===== src/rtl/miriscv_prefetch_fetch.sv =====
// Instruction prefetch/fetch stage: issues pipelined memory requests into a small FIFO
// and presents one instruction per cycle, with static backward-taken branch prediction.
module miriscv_prefetch_fetch #(
   parameter int XLEN            = 32,
   parameter int FIFO_DEPTH      = 4,
   parameter int MAX_OUTSTANDING = 2,
   parameter bit BRANCH_PRED_EN  = 1'b1
) (
   input  logic            clk_i,
   input  logic            arstn_i,
   input  logic [XLEN-1:0] boot_addr_i,
   output logic            instr_req_o,
   input  logic            instr_gnt_i,
   output logic [XLEN-1:0] instr_addr_o,
   input  logic            instr_rvalid_i,
   input  logic [31:0]     instr_rdata_i,
   input  logic [XLEN-1:0] cu_pc_bra_i,
   input  logic            cu_stall_f_i,
   input  logic            cu_kill_f_i,
   input  logic            cu_boot_addr_load_en_i,
   output logic [XLEN-1:0] fetched_pc_addr_o,
   output logic [XLEN-1:0] fetched_pc_next_addr_o,
   output logic [31:0]     instr_o,
   output logic            fetch_rvalid_o
);

   localparam int               PTR_W   = $clog2(FIFO_DEPTH);
   localparam int               CNT_W   = $clog2(FIFO_DEPTH + 1);
   localparam logic [31:0]      NOP     = 32'h0000_0013;
   localparam logic [CNT_W-1:0] MAX_OS  = CNT_W'(MAX_OUTSTANDING);
   localparam logic [CNT_W:0]   DEPTH_C = (CNT_W+1)'(FIFO_DEPTH);

   logic [XLEN-1:0]  r_pf_pc;
   logic [XLEN-1:0]  r_resp_pc;
   logic [CNT_W-1:0] r_os;
   logic [CNT_W-1:0] r_discard;
   logic [CNT_W-1:0] r_count;
   logic [PTR_W-1:0] r_wr_ptr;
   logic [PTR_W-1:0] r_rd_ptr;
   logic [31:0]      r_fifo_instr [FIFO_DEPTH];
   logic [XLEN-1:0]  r_fifo_pc    [FIFO_DEPTH];
   logic [31:0]      r_instr;
   logic [XLEN-1:0]  r_pc;
   logic [XLEN-1:0]  r_pc_next;
   logic             r_valid;

   logic [31:0]      w_head_instr;
   logic [XLEN-1:0]  w_head_pc;
   logic [12:0]      w_br_imm;
   logic [XLEN-1:0]  w_br_target;
   logic [XLEN-1:0]  w_pred_next;
   logic [XLEN-1:0]  w_flush_target;
   logic             w_pred_taken;
   logic             w_pop;
   logic             w_redirect;
   logic             w_flush;
   logic             w_req;
   logic             w_gnt;
   logic             w_rvalid;
   logic             w_push;

   assign w_head_instr = r_fifo_instr[r_rd_ptr];
   assign w_head_pc    = r_fifo_pc[r_rd_ptr];
   assign w_br_imm     = {w_head_instr[31], w_head_instr[7], w_head_instr[30:25],
                          w_head_instr[11:8], 1'b0};
   assign w_br_target  = w_head_pc + {{(XLEN-13){w_br_imm[12]}}, w_br_imm};
   assign w_pred_taken = BRANCH_PRED_EN && (w_head_instr[6:0] == 7'b1100011) && w_head_instr[31];
   assign w_pred_next  = w_pred_taken ? w_br_target : (w_head_pc + XLEN'(4));

   assign w_pop      = !cu_stall_f_i && (r_count != '0) && !cu_boot_addr_load_en_i && !cu_kill_f_i;
   assign w_redirect = w_pop && w_pred_taken;
   assign w_flush    = cu_boot_addr_load_en_i || cu_kill_f_i || w_redirect;

   // Requests are throttled so every in-flight response is guaranteed a FIFO slot.
   assign w_req    = arstn_i && !w_flush && (r_os < MAX_OS) &&
                     (({1'b0, r_os} + {1'b0, r_count}) < DEPTH_C);
   assign w_gnt    = w_req && instr_gnt_i;
   // A response with nothing outstanding is a leftover from before reset.
   assign w_rvalid = instr_rvalid_i && (r_os != '0);
   assign w_push   = w_rvalid && (r_discard == '0) && !w_flush;

   // NOTE: every variable assigned in always_comb gets a default first, so no latch is inferred.
   always_comb begin
      w_flush_target = w_br_target;
      if (cu_boot_addr_load_en_i) w_flush_target = boot_addr_i;
      else if (cu_kill_f_i)       w_flush_target = cu_pc_bra_i;
   end

   // NOTE: sequential state uses non-blocking assignments only, so every flop samples pre-edge values.
   always_ff @(posedge clk_i or negedge arstn_i) begin
      if (!arstn_i) begin
         r_pf_pc   <= '0;
         r_resp_pc <= '0;
         r_os      <= '0;
         r_discard <= '0;
         r_count   <= '0;
         r_wr_ptr  <= '0;
         r_rd_ptr  <= '0;
      end else begin
         r_os <= r_os + CNT_W'(w_gnt) - CNT_W'(w_rvalid);
         if (w_flush) begin
            r_pf_pc   <= w_flush_target;
            r_resp_pc <= w_flush_target;
            r_discard <= r_os - CNT_W'(w_rvalid);
            r_count   <= '0;
            r_wr_ptr  <= '0;
            r_rd_ptr  <= '0;
         end else begin
            if (w_gnt) r_pf_pc <= r_pf_pc + XLEN'(4);
            if (w_rvalid && (r_discard != '0)) r_discard <= r_discard - CNT_W'(1);
            if (w_push) begin
               r_wr_ptr  <= r_wr_ptr + PTR_W'(1);
               r_resp_pc <= r_resp_pc + XLEN'(4);
            end
            if (w_pop) r_rd_ptr <= r_rd_ptr + PTR_W'(1);
            r_count <= r_count + CNT_W'(w_push) - CNT_W'(w_pop);
         end
      end
   end

   // NOTE: FIFO storage is deliberately not reset; r_count gates every read of it.
   always_ff @(posedge clk_i) begin
      if (w_push) begin
         r_fifo_instr[r_wr_ptr] <= instr_rdata_i;
         r_fifo_pc[r_wr_ptr]    <= r_resp_pc;
      end
   end

   always_ff @(posedge clk_i or negedge arstn_i) begin
      if (!arstn_i) begin
         r_instr   <= NOP;
         r_pc      <= '0;
         r_pc_next <= '0;
         r_valid   <= 1'b0;
      end else if (cu_boot_addr_load_en_i || cu_kill_f_i) begin
         r_instr <= NOP;
         r_valid <= 1'b0;
      end else if (!cu_stall_f_i) begin
         if (w_pop) begin
            r_instr   <= w_head_instr;
            r_pc      <= w_head_pc;
            r_pc_next <= w_pred_next;
            r_valid   <= 1'b1;
         end else begin
            r_instr <= NOP;
            r_valid <= 1'b0;
         end
      end
   end

   assign instr_req_o            = w_req;
   assign instr_addr_o           = r_pf_pc;
   assign instr_o                = r_instr;
   assign fetched_pc_addr_o      = r_pc;
   assign fetched_pc_next_addr_o = r_pc_next;
   assign fetch_rvalid_o         = r_valid;

endmodule


===== config.mk =====
export PLATFORM = sky130hd
export DESIGN_NAME = miriscv_prefetch_fetch
export DESIGN_NICKNAME = d
export VERILOG_FILES = /design/src/rtl/miriscv_prefetch_fetch.sv
export SDC_FILE = /design/constraint.sdc
export NUM_CORES = 1
export LEC_CHECK = 0
export ABC_CLOCK_PERIOD_IN_PS = 5580
export BUFFER_PORTS_ARGS = -buffer_cell sky130_fd_sc_hd__buf_2
export CORE_MARGIN = 5
export CORE_UTILIZATION = 45
export DETAILED_ROUTE_END_ITERATION = 8
export PLACE_DENSITY_LB_ADDON = 0.2
export SYNTH_ARGS = -nofsm -noshare
export SYNTH_HDL_FRONTEND = slang
export SYNTH_SLANG_ARGS = --single-unit

===== constraint.sdc =====
create_clock -name clk_i -period 5.58 [get_ports clk_i]
set_input_delay 0.837 -clock clk_i [delete_from_list [all_inputs] [get_ports clk_i]]
set_output_delay 0.837 -clock clk_i [all_outputs]
set_load 0.1 [all_outputs]

# == After elaboration in Yosys (flattened, before gate mapping) ==
# Memories as Yosys holds them, arrays and structs flattened.
# Cells that the tools add are included.
# classes
magnitude_cmp,2
n_reduce_logical,28
eq_ne,2
bitwise,2
n_addsub,13
muxes,22
# ops
operator,n
32-bit 2-to-1 mux,10
32-bit by 3-bit adder with 32-bit output (second input constant),3
32-bit adder,1
1-bit logical AND,13
3-bit 2-to-1 mux,3
3-bit nonzero test,3
3-bit by 1-bit subtractor with 3-bit output,3
2-bit 2-to-1 mux,4
2-bit nonzero test,4
7-bit equality test (second input constant),1
3-bit by 1-bit adder with 3-bit output,2
1-bit 2-to-1 mux,5
2-bit by 1-bit adder with 2-bit output (second input constant),2
3-bit by 3-bit adder with 4-bit output,1
1-bit logical NOT,4
4-bit by 3-bit less-than comparator with 1-bit output (second input constant),1
3-bit logical NOT,1
3-bit by 2-bit less-than comparator with 1-bit output (second input constant),1
3-bit AND reduction,1
3-bit by 1-bit subtractor with 3-bit output (second input constant),1
1-bit logical OR,2
2-bit by 1-bit != test with 1-bit output (second input constant),1
1-bit inverter,2
# word_totals
wordCells,82
input_bits,103
memories,2
regBits,174
out_inout_bits,130
mem_bits_rw,256
# memory_table
name,words,width,read_ports,rd_ports_with_merged_regs,wr,line_no,source
r_fifo_instr,4,32,1,0,1,40,logic [31:0] r_fifo_instr [FIFO_DEPTH];
r_fifo_pc,4,32,1,0,1,41,logic [XLEN-1:0] r_fifo_pc [FIFO_DEPTH];

# == Depth between registers and ports, before layout ==
# Gate-level depths: netlist of the first run.
# logic_depth
word_depth,13
ltp_mapped,18

# == Worst setup path after synthesis of the first run ==
# No wires, ideal clock.
# synth_path
kind,register to register
startpoint,register r_rd_ptr[0]
endpoint,register r_pf_pc[24] (netlist: instr_addr_o[24])
path_buffers,5
path_stages_with_launch,17
arrival_time_ps,4243
setup_ps,146
setup_slack_ps,1191
cell_sequence,dfrtp_1 -> buf_6 -> buf_12 -> buf_6 -> buf_4 -> buf_1 -> mux4_2 -> ha_1 -> and3_1 -> nand2_1 -> a211o_1 -> a31oi_1 -> a21boi_1 -> xnor2_1 -> a222oi_1 -> a21oi_1 -> a2bb2oi_1
# synth_via
elab_chain_cells,11
# synth_rtl
element,line_no,source
start: declaration,39,logic [PTR_W-1:0] r_rd_ptr;
start signal: assignment,115,if (w_pop) r_rd_ptr <= r_rd_ptr + PTR_W'(1);
"parallel branches: the longest is 11 deep, another holds memory 4 x 32 bit",--,
end signal: assignment,102,r_pf_pc <= w_flush_target;
end signal: assignment,109,if (w_gnt) r_pf_pc <= r_pf_pc + XLEN'(4);
end: declaration,33,logic [XLEN-1:0] r_pf_pc;
# Several ways; the timed one is not identified.
# A chain may end at the register's enable or synchronous reset.

# == Final worst setup path of the first run ==
# layout_path
startpoint,register r_rd_ptr[0]
endpoint,register r_pf_pc[24] (netlist: instr_addr_o[24])
# layout_rtl
element,line_no,source
memory 4 x 32 bit,--,
via w_head_pc[18],48,logic [XLEN-1:0] w_head_pc;
32-bit adder,66,"assign w_br_target = w_head_pc + {{(XLEN-13){w_br_imm[12]}}, w_br_imm};"
32-bit 2-to-1 mux,86,else if (cu_kill_f_i) w_flush_target = cu_pc_bra_i;
32-bit 2-to-1 mux,85,if (cu_boot_addr_load_en_i) w_flush_target = boot_addr_i;
32-bit 2-to-1 mux,101,if (w_flush) begin
# The timed path passes the listed nets, and every way through them passes these cells.

==> impl_metrics.json, run 1 <==
{
  "status": "completed",
  "synthCells": 1593,
  "antenna_found_initial": 2,
  "crit_fanout": 24,
  "die_w_um": 221,
  "area_growth_pct": 17.2,
  "synth_flop_cell": "edfxtp_1",
  "ioPinCount": 233,
  "leakagePower_nw": 9.42,
  "io_buffers": 232,
  "dpl-instance-area_um2": 21900,
  "ys_seq_area_share_pct": 59.8,
  "cp.required_ns": 5.99,
  "setup_viol": 0,
  "crit_start": "r_rd_ptr[0]",
  "synth-edff-count": 256,
  "die-area_um2": 48800,
  "ys_warn_count": 0,
  "post_drt_wl_per_cell_um": 24.4,
  "final_design_area_no_fill_um2": 23500,
  "hold_path_class": "in -> async",
  "ys_async_sr_fraction_pct": 40.0,
  "layout_common_cells": "edfxtp_1, buf_2, nand2_1, dfrtp_1, a21oi_1",
  "fin_crit_sh_pct": 89.1,
  "power.total_mw": 8.18,
  "endpoint": "instr_addr_o[24]",
  "ant_nets": 0,
  "fmax_ghz": 0.201,
  "startpoint_type": "register",
  "r2r-start": "r_rd_ptr[0]",
  "drv_slew": 0,
  "layout.area.seq_um2": 12000,
  "drtIter0Drc": 1360,
  "holdWs_ns": 0.247,
  "gp_congestion": 0.880,
  "path_buf_inv": 1,
  "crit_cells": 12,
  "synth_cell_types": 76,
  "fin_crit_ns": 4.97,
  "synth_area_um2": 20000,
  "routed_wl_mm": 59.9,
  "dp_hpwl_mm": 42.4,
  "tns_ns": 0,
  "slowest_delay_ns": 0.84,
  "final.setup_skew_ns": 0.0159,
  "r2r_end": "instr_addr_o[24]",
  "relSlewSlack_pct": 35.7,
  "final_common_cell": "edfxtp_1",
  "grt_max_degree": 85,
  "final_nets": 1977,
  "syn_area_per_cell_um2": 12.6,
  "via_count": 14316,
  "multiInputGateArea_um2": 7530,
  "slowest_stage": "a222oi_1",
  "powerDensity_nw_per_um2": 348,
  "criticalPathCategory": "reg -> reg",
  "grt_pass1_wl_mm": 91.1,
  "crit_chain": "buf_12 > mux4_2 > ha_1 > nand2_1 > o21ai_0 > o31ai_1 > a31oi_1 > a21boi_1 > xnor2_1 > a222oi_1 > a21oi_1 > a2bb2oi_1",
  "maxCapViolCount": 0,
  "rsz0062_at_grt": "no",
  "cts_tree": "built",
  "root_buffer": "clkbuf_16",
  "initial_core_util_pct": 45.4,
  "clock_tree.buffer_depth": 3,
  "grtUsageTotal_pct": 24.1,
  "clk_latency_ns": 0.58,
  "cts_post_setup_buffers_inserted": 0,
  "cts_max_level": 2,
  "critPathTopFamily": "compound AO/OA/AOI/OAI gates",
  "cts.repair.resized": 0,
  "worst_pin_slew_ns": 0.964,
  "n_antenna_cell": 0,
  "clk_pin_slew_worst_paths_ns": 0.06,
  "fp.coreArea_um2": 44100,
  "vias_per_cell": 5.83,
  "num-fill-cells": 3826,
  "cts_sinks": 427,
  "endpoint_kind": "register",
  "holdBufCountCts": 0,
  "synth-seq-cells": 427,
  "syn_nets": 1747,
  "place_ws_ns": 0.694,
  "die_h_um": 221,
  "rows": 77,
  "ir_drop_uv": 224,
  "ff2ff_path_depth": 12,
  "gr-total-overflow": 0,
  "drc_errors": 0,
  "drt_pass1_iterations": 5,
  "finalHoldViolCount": 0,
  "cts_made_buffers": 47,
  "grt_pass1_vias": 14216,
  "setup_ws_ns": 0.606,
  "r2r_setup_slack_ns": 0.61,
  "cp.arrival_ns": 5.39,
  "drive_gt1_share_pct": 22.7
}
-- layout make-up --
type	instances	area share [%]
Tap cell	592	3.16
Clock buffer	64	5.64
Multi-Input combinational cell	1047	32.1
Inverter	38	0.608
Timing Repair Buffer	262	6.32
Clock inverter	24	1.16
Sequential cell	427	51.0
-- synthesized netlist by cell type (all sizes together) (5+ instances only) --
cell type  count  share of area [%]
a211oi        10               0.37
a21boi         5               0.19
a21o          19               0.71
a21oi        107                2.7
a221oi         6               0.26
a22o          32                1.4
a22oi          7               0.26
a2bb2oi        5               0.22
a311oi         9               0.39
a31oi         13               0.41
a41oi          5               0.22
and2          15               0.47
and3          27               0.84
buf           33                1.0
clkbuf        48               0.90
dfrtp        168                 21
edfxtp       256                 38
ha            48                3.0
inv           37               0.69
mux2           5               0.28
mux2i          7               0.35
mux4          64                7.2
nand2        225                4.2
nand2b        11               0.34
nand3         42                1.0
nand4         27               0.87
nor2          79                1.5
nor2b          7               0.22
nor3          27               0.73
o211ai        11               0.41
o21a          11               0.41
o21ai         67                1.7
o221ai         5               0.22
o22a           5               0.22
o22ai          7               0.22
o31ai          5               0.19
xnor2         49                2.1
xor2          46                2.0
-- metal layers --
metal | vias to the layer above | track usage (%) | part of all wire, %
met2 | 590 | 37.1 | 45
met1 | 7212 | 36.0 | 46
li1 | 6438 | - | -
met5 | - | 0 | 0.022
met4 | 2 | 5.30 | 1.7
met3 | 74 | 4.43 | 7.4
-- flip-flops by register name (all words and copies together), names as in the netlist --
name                    count
r_count                     3
r_fifo_pc                 128
instr_o                    32
r_resp_pc                  31
fetched_pc_next_addr_o     31
r_rd_ptr                    2
instr_addr_o               31
fetched_pc_addr_o          32
r_wr_ptr                    2
r_os                        3
r_fifo_instr              128
r_discard                   3
fetch_rvalid_o              1
-- kinds of logic (layout without fill, tap and decap cells) --
logic type	after synthesis	after routing	synth area share [%]
buffers and inverters	119	388	2.66
flip-flops	427	427	59.8
XOR/XNOR	95	95	4.15
AO/OA/AOI/OAI	351	351	11.5
multiplexers	76	76	7.83
adder cells (fa/ha/maj)	51	51	3.30
AND/OR/NAND/NOR	474	474	10.8
-- report_power, final --
part / switching, mW / internal, mW / total [mW]
Clock: 1.28 / 1.90 / 3.19
Sequential: 0.159 / 3.52 / 3.68
Combinational: 0.998 / 0.315 / 1.31
Total: 2.44 / 5.74 / 8.18
-- worst min-delay path by stage --
stage | start | slack (ns) | end
after detailed placement | fetched_pc_addr_o[14] | 0.46 | fetched_pc_addr_o[14]
after global routing | arstn_i | 0.27 | r_os[2]
after global placement | fetched_pc_addr_o[8] | 0.46 | fetched_pc_addr_o[8]
final | arstn_i | 0.25 | r_os[2]
after floorplan | r_resp_pc[19] | 0.47 | r_fifo_pc[0][19]
after CTS | arstn_i | 0.24 | r_wr_ptr[1]
-- metrics by stage --
step                      cells  util [%]
after global routing       2454      53.2
after detailed placement   2366      49.6
final                      2454      53.2
after floorplan            1593         -
after global placement     2366      49.6
after CTS                  2454      53.2
Note: power is estimated with default switching activity, not from simulation.
==> inputs of run 2 (changes only) <==
--- a/config.mk
+++ b/config.mk
@@ -10,7 +10,7 @@
 export CORE_MARGIN = 5
 export CORE_UTILIZATION = 45
 export DETAILED_ROUTE_END_ITERATION = 8
-export PLACE_DENSITY_LB_ADDON = 0.2
+export PLACE_DENSITY = 0.63
 export SYNTH_ARGS = -nofsm -noshare
 export SYNTH_HDL_FRONTEND = slang
 export SYNTH_SLANG_ARGS = --single-unit
==> run 2 against run 1 <==
  * First-iteration DRC count up 8.7%
  * Clock-buffer cell count decreased by 7
  * Sequential share of layout area is 0.16 points higher
  * Total power is 0.75% lower
  * Critical path depth unchanged
  * Non-clock buffer count stayed put
  * Critical endpoint is now r_resp_pc[24]
==> impl_metrics.json, run 2 (synthesized netlist as in run 1, its figures left out) <==
{
  "cp.arrival_ns": 5.25,
  "hold_path_class": "in -> async",
  "status": "completed",
  "layout_common_cells": "edfxtp_1, buf_2, nand2_1, dfrtp_1, a21oi_1",
  "holdWs_ns": 0.202,
  "cts_made_buffers": 46,
  "rows": 77,
  "drc_errors": 0,
  "gp_congestion": 0.894,
  "startpoint_type": "register",
  "n_antenna_cell": 0,
  "cp.required_ns": 6.02,
  "power.total_mw": 8.12,
  "powerDensity_nw_per_um2": 347,
  "cts_post_setup_buffers_inserted": 0,
  "initial_core_util_pct": 45.4,
  "drtIter0Drc": 1478,
  "cts_max_level": 2,
  "crit_fanout": 22,
  "fp.coreArea_um2": 44100,
  "cts_tree": "built",
  "via_count": 14315,
  "setup_ws_ns": 0.771,
  "tns_ns": 0,
  "final_common_cell": "edfxtp_1",
  "fin_crit_ns": 4.81,
  "cts.repair.resized": 0,
  "drv_slew": 0,
  "grtUsageTotal_pct": 23.8,
  "clock_tree.buffer_depth": 3,
  "slowest_delay_ns": 0.81,
  "worst_pin_slew_ns": 0.965,
  "dp_hpwl_mm": 42.3,
  "leakagePower_nw": 9.40,
  "final.setup_skew_ns": 0.0188,
  "io_buffers": 232,
  "routed_wl_mm": 59.3,
  "gr-total-overflow": 0,
  "clk_pin_slew_worst_paths_ns": 0.06,
  "root_buffer": "clkbuf_16",
  "setup_viol": 0,
  "post_drt_wl_per_cell_um": 24.2,
  "clk_latency_ns": 0.59,
  "crit_chain": "buf_12 > mux4_2 > ha_1 > nand2_1 > o21ai_0 > nor3_1 > a31oi_1 > a21boi_1 > xnor2_1 > a222oi_1 > a21boi_1 > a2bb2oi_1",
  "cts_sinks": 427,
  "critPathTopFamily": "compound AO/OA/AOI/OAI gates",
  "die-area_um2": 48800,
  "fin_crit_sh_pct": 86.2,
  "drive_gt1_share_pct": 22.7,
  "die_h_um": 221,
  "path_buf_inv": 1,
  "finalHoldViolCount": 0,
  "grt_max_degree": 85,
  "grt_pass1_vias": 13982,
  "rsz0062_at_grt": "no",
  "place_ws_ns": 0.856,
  "place_inst": 2366,
  "drt_pass1_iterations": 6,
  "ant_nets": 0,
  "top_regs": "r_fifo_instr: 128 flops, r_fifo_pc: 128 flops",
  "instances_no_fill": 2452,
  "ir_drop_uv": 279,
  "ioPinCount": 233,
  "holdBufCountCts": 0,
  "endpoint_kind": "register",
  "vias_per_cell": 5.84,
  "grt_pass1_wl_mm": 89.4,
  "num-fill-cells": 3828,
  "maxCapViolCount": 0,
  "final_nets": 1976,
  "slowest_stage": "mux4_2",
  "relSlewSlack_pct": 35.4,
  "area_growth_pct": 16.8,
  "die_w_um": 221,
  "criticalPathCategory": "reg -> reg",
  "antenna_found_initial": 1,
  "fmax_ghz": 0.208,
  "crit_top_cell": "a21boi_1"
}
-- run 2: cell types whose count changed in the layout (fill, tap and decap cells not counted), sizes merged --
cell      before  now
clkbuf        65   58
bufinv         5    6
clkinv        14   17
clkinvlp       3    2
inv           40   42
-- run 2: layout make-up --
class | count | area [um^2] | area share [%]
multi-input combinational | 1047 | 7530 | 32.2
clock inverter | 29 | 325 | 1.39
tap | 592 | 741 | 3.17
inverter | 38 | 143 | 0.610
timing repair buffer | 262 | 1460 | 6.23
clock buffer | 57 | 1220 | 5.23
sequential | 427 | 12000 | 51.2
-- run 2: per-stage QoR --
step / utilization, % / area [um^2]
after CTS: 53.0 / 23400
final: 53.0 / 23400
after global placement: 49.5 / 21800
after floorplan: - / 20000
after global routing: 53.0 / 23400
after detailed placement: 49.5 / 21800
-- run 2: path summary, 6_finish.rpt --
| check | start | endpoint | slack, ns | cells past startpoint |
|---|---|---|---|---|
| worst max register to register | r_rd_ptr[0] | r_resp_pc[24] | 0.77 | 12 |
| worst max-delay path | r_rd_ptr[0] | r_resp_pc[24] | 0.77 | 12 |
| worst min register to register | fetched_pc_addr_o[21] | fetched_pc_addr_o[21] | 0.47 | 2 |
| worst min-delay path | arstn_i | instr_o[14] | 0.20 | 1 |
| min in group clk_i | instr_rdata_i[3] | r_fifo_instr[1][3] | 0.46 | 1 |
| max in group asynchronous | arstn_i | r_rd_ptr[0] | 4.03 | 2 |
-- run 2: report_power, final --
group          switching (mW)  internal [mW]  leakage, nW
registers               0.161           3.52         4.52
logic                   0.996          0.312         4.12
clock network            1.28           1.85        0.760
-- run 2: metal layers --
metal | GRT usage (%) | wire length [um] | vias to the layer above
met4 | 5.90 | 1230 | 2
li1 | - | - | 6459
met2 | 36.1 | 26700 | 622
met5 | 0 | 11 | -
met1 | 34.8 | 26100 | 7163
met3 | 5.94 | 5220 | 69
==> inputs of run 3 (changes only) <==
--- a/config.mk
+++ b/config.mk
@@ -5,12 +5,12 @@
 export SDC_FILE = /design/constraint.sdc
 export NUM_CORES = 1
 export LEC_CHECK = 0
-export ABC_CLOCK_PERIOD_IN_PS = 5580
 export BUFFER_PORTS_ARGS = -buffer_cell sky130_fd_sc_hd__buf_2
 export CORE_MARGIN = 5
 export CORE_UTILIZATION = 45
 export DETAILED_ROUTE_END_ITERATION = 8
-export PLACE_DENSITY = 0.63
+export PLACE_DENSITY = 0.66
+export SLEW_MARGIN = 10
 export SYNTH_ARGS = -nofsm -noshare
 export SYNTH_HDL_FRONTEND = slang
 export SYNTH_SLANG_ARGS = --single-unit
==> constraint.sdc (replaced) <==
create_clock -name clk_i -period 3.96 [get_ports clk_i]
set_input_delay 0.594 -clock clk_i [delete_from_list [all_inputs] [get_ports clk_i]]
set_output_delay 0.594 -clock clk_i [all_outputs]
set_load 0.1 [all_outputs]
==> run 3 against run 2 <==
  * Routed wire length down 0.31%
  * Non-clock buffer count grew 97
  * Clock power is 29% higher
  * Largest cell class unchanged
  * Critical path depth fell by 4
  * Final cell count rose by 3.9%
  * Design area rose by 4.4%
  * Sequential power up 41%
==> impl_metrics.json, run 3 (synthesized netlist as in run 1, its figures left out) <==
{
  "fin_crit_sh_pct": 97.6,
  "hold_path_class": "in -> reg",
  "grt_pass1_vias": 14408,
  "drc_errors": 0,
  "ff2ff_path_depth": 15,
  "relSlewSlack_pct": 32.4,
  "clk_latency_ns": 0.58,
  "routed_wl_mm": 59.1,
  "crit_fanout": 11,
  "drv_slew": 0,
  "clock_tree.buffer_depth": 3,
  "io_buffers": 232,
  "hold_depth": 1,
  "tns_ns": 0,
  "root_buffer": "clkbuf_16",
  "instances_no_fill": 2547,
  "drive_gt1_share_pct": 28.2,
  "endpoint_kind": "primary output",
  "drtIter0Drc": 1436,
  "hold_end": "r_fifo_instr[3][11]",
  "cts_tree": "built",
  "worst_pin_slew_ns": 1.01,
  "gp_congestion": 0.908,
  "via_count": 14625,
  "ir_drop_uv": 468,
  "grt_max_degree": 83,
  "cts_made_buffers": 44,
  "vias_per_cell": 5.74,
  "gr-total-overflow": 0,
  "r2r_setup_slack_ns": 0.11,
  "cts_sinks": 427,
  "final_nets": 2072,
  "maxCapViolCount": 0,
  "powerDensity_nw_per_um2": 459,
  "criticalPathCategory": "reg -> out",
  "final_common_cell": "edfxtp_1",
  "die_w_um": 221,
  "r2r_end": "instr_addr_o[24]",
  "leakagePower_nw": 9.87,
  "area_growth_pct": 22.0,
  "cp.arrival_ns": 3.27,
  "dp_hpwl_mm": 42.8,
  "initial_core_util_pct": 45.4,
  "fin_crit_ns": 3.87,
  "finalHoldViolCount": 0,
  "place_inst": 2455,
  "fp.coreArea_um2": 44100,
  "rsz0062_at_grt": "yes",
  "clk_pin_slew_worst_paths_ns": 0.06,
  "cp.required_ns": 3.37,
  "status": "completed",
  "die-area_um2": 48800,
  "final_design_area_no_fill_um2": 24400,
  "top_regs": "r_fifo_instr: 128 flops, r_fifo_pc: 128 flops",
  "die_h_um": 221,
  "final.setup_skew_ns": 0.0245,
  "dpl-instance-area_um2": 22700,
  "fmax_ghz": 0.259,
  "layout_common_cells": "edfxtp_1, buf_2, nand2_1, dfrtp_1, buf_4",
  "ant_nets": 0,
  "antenna_found_initial": 3,
  "ioPinCount": 233,
  "drt_pass1_iterations": 6,
  "setup_viol": 0,
  "worstHoldStart": "instr_rdata_i[11]",
  "startpoint_type": "register",
  "rows": 77,
  "r2r-start": "r_rd_ptr[0]",
  "grtUsageTotal_pct": 23.5,
  "post_drt_wl_per_cell_um": 23.2,
  "grt_pass1_wl_mm": 89.4,
  "cts_max_level": 2
}
-- run 3: how the worst max path moves through the flow --
| stage | start | to | cells after the start |
|---|---|---|---|
| 6_report | r_rd_ptr[0] | instr_req_o | 8 |
| 5_1_grt | r_rd_ptr[0] | instr_addr_o[22] | 13 |
| 4_1_cts | r_rd_ptr[0] | r_resp_pc[28] | 12 |
| 3_5_place_dp | r_rd_ptr[0] | r_resp_pc[28] | 12 |
| 3_3_place_gp | r_rd_ptr[0] | instr_addr_o[10] | 13 |
| 2_1_floorplan | r_rd_ptr[0] | instr_addr_o[24] | 16 |
-- run 3: power breakdown --
| group | total, mW | leakage, nW | switching (mW) | internal [mW] |
|---|---|---|---|---|
| Clock | 4.05 | 0.675 | 1.75 | 2.30 |
| Sequential | 5.18 | 4.52 | 0.224 | 4.96 |
| Combinational | 1.97 | 4.67 | 1.44 | 0.530 |
| Total | 11.2 | 9.87 | 3.41 | 7.79 |
-- run 3: metrics by stage --
| stage | hold WS [ns] | utilization [%] | setup WS, ns | power, mW |
|---|---|---|---|---|
| 6_report | 0.230 | 55.3 | 0.0948 | 11.2 |
| 5_1_grt | 0.203 | 55.3 | -0.102 | 11.7 |
| 4_1_cts | 0.194 | 54.6 | -0.0129 | 11.2 |
| 3_5_place_dp | 0.460 | 51.3 | -0.0140 | 7.19 |
| 3_3_place_gp | 0.454 | 51.3 | 0.0698 | 7.16 |
| 2_1_floorplan | 0.298 | - | -0.0160 | 6.57 |
-- run 3: layout make-up --
type	count	area, um^2
timing repair buffer	359	2350
sequential	427	12000
clock inverter	23	228
clock buffer	59	1180
antenna	1	2.50
multi-input combinational	1048	7810
inverter	38	143
fill	3790	19700
tap	592	741
-- run 3: critical path, cell delays in order, from the launching register on --
cell	delay, ns
dfrtp_4	0.53
buf_12	0.18
buf_12	0.16
mux4_2	0.54
and4bb_2	0.36
and4_4	0.29
nand2_2	0.14
and3_1	0.25
buf_4	0.24
-- run 3: timing repair --
action	in CTS	in global routing
pin swaps	0	11
hold buffers	1	0
resized for setup	7	46
endpoints found under the hold margin	23	0
buffers inserted	0	6
cloned	0	2
setup endpoints to repair	6	38
-- run 3: layer usage --
| metal | track usage, % | routed length, um | vias to the layer above |
|---|---|---|---|
| li1 | - | - | 6616 |
| met1 | 35.1 | 25900 | 7281 |
| met2 | 35.4 | 27000 | 643 |
| met3 | 4.72 | 4780 | 85 |
| met4 | 6.38 | 1490 | 0 |
| met5 | 0 | 0 | - |
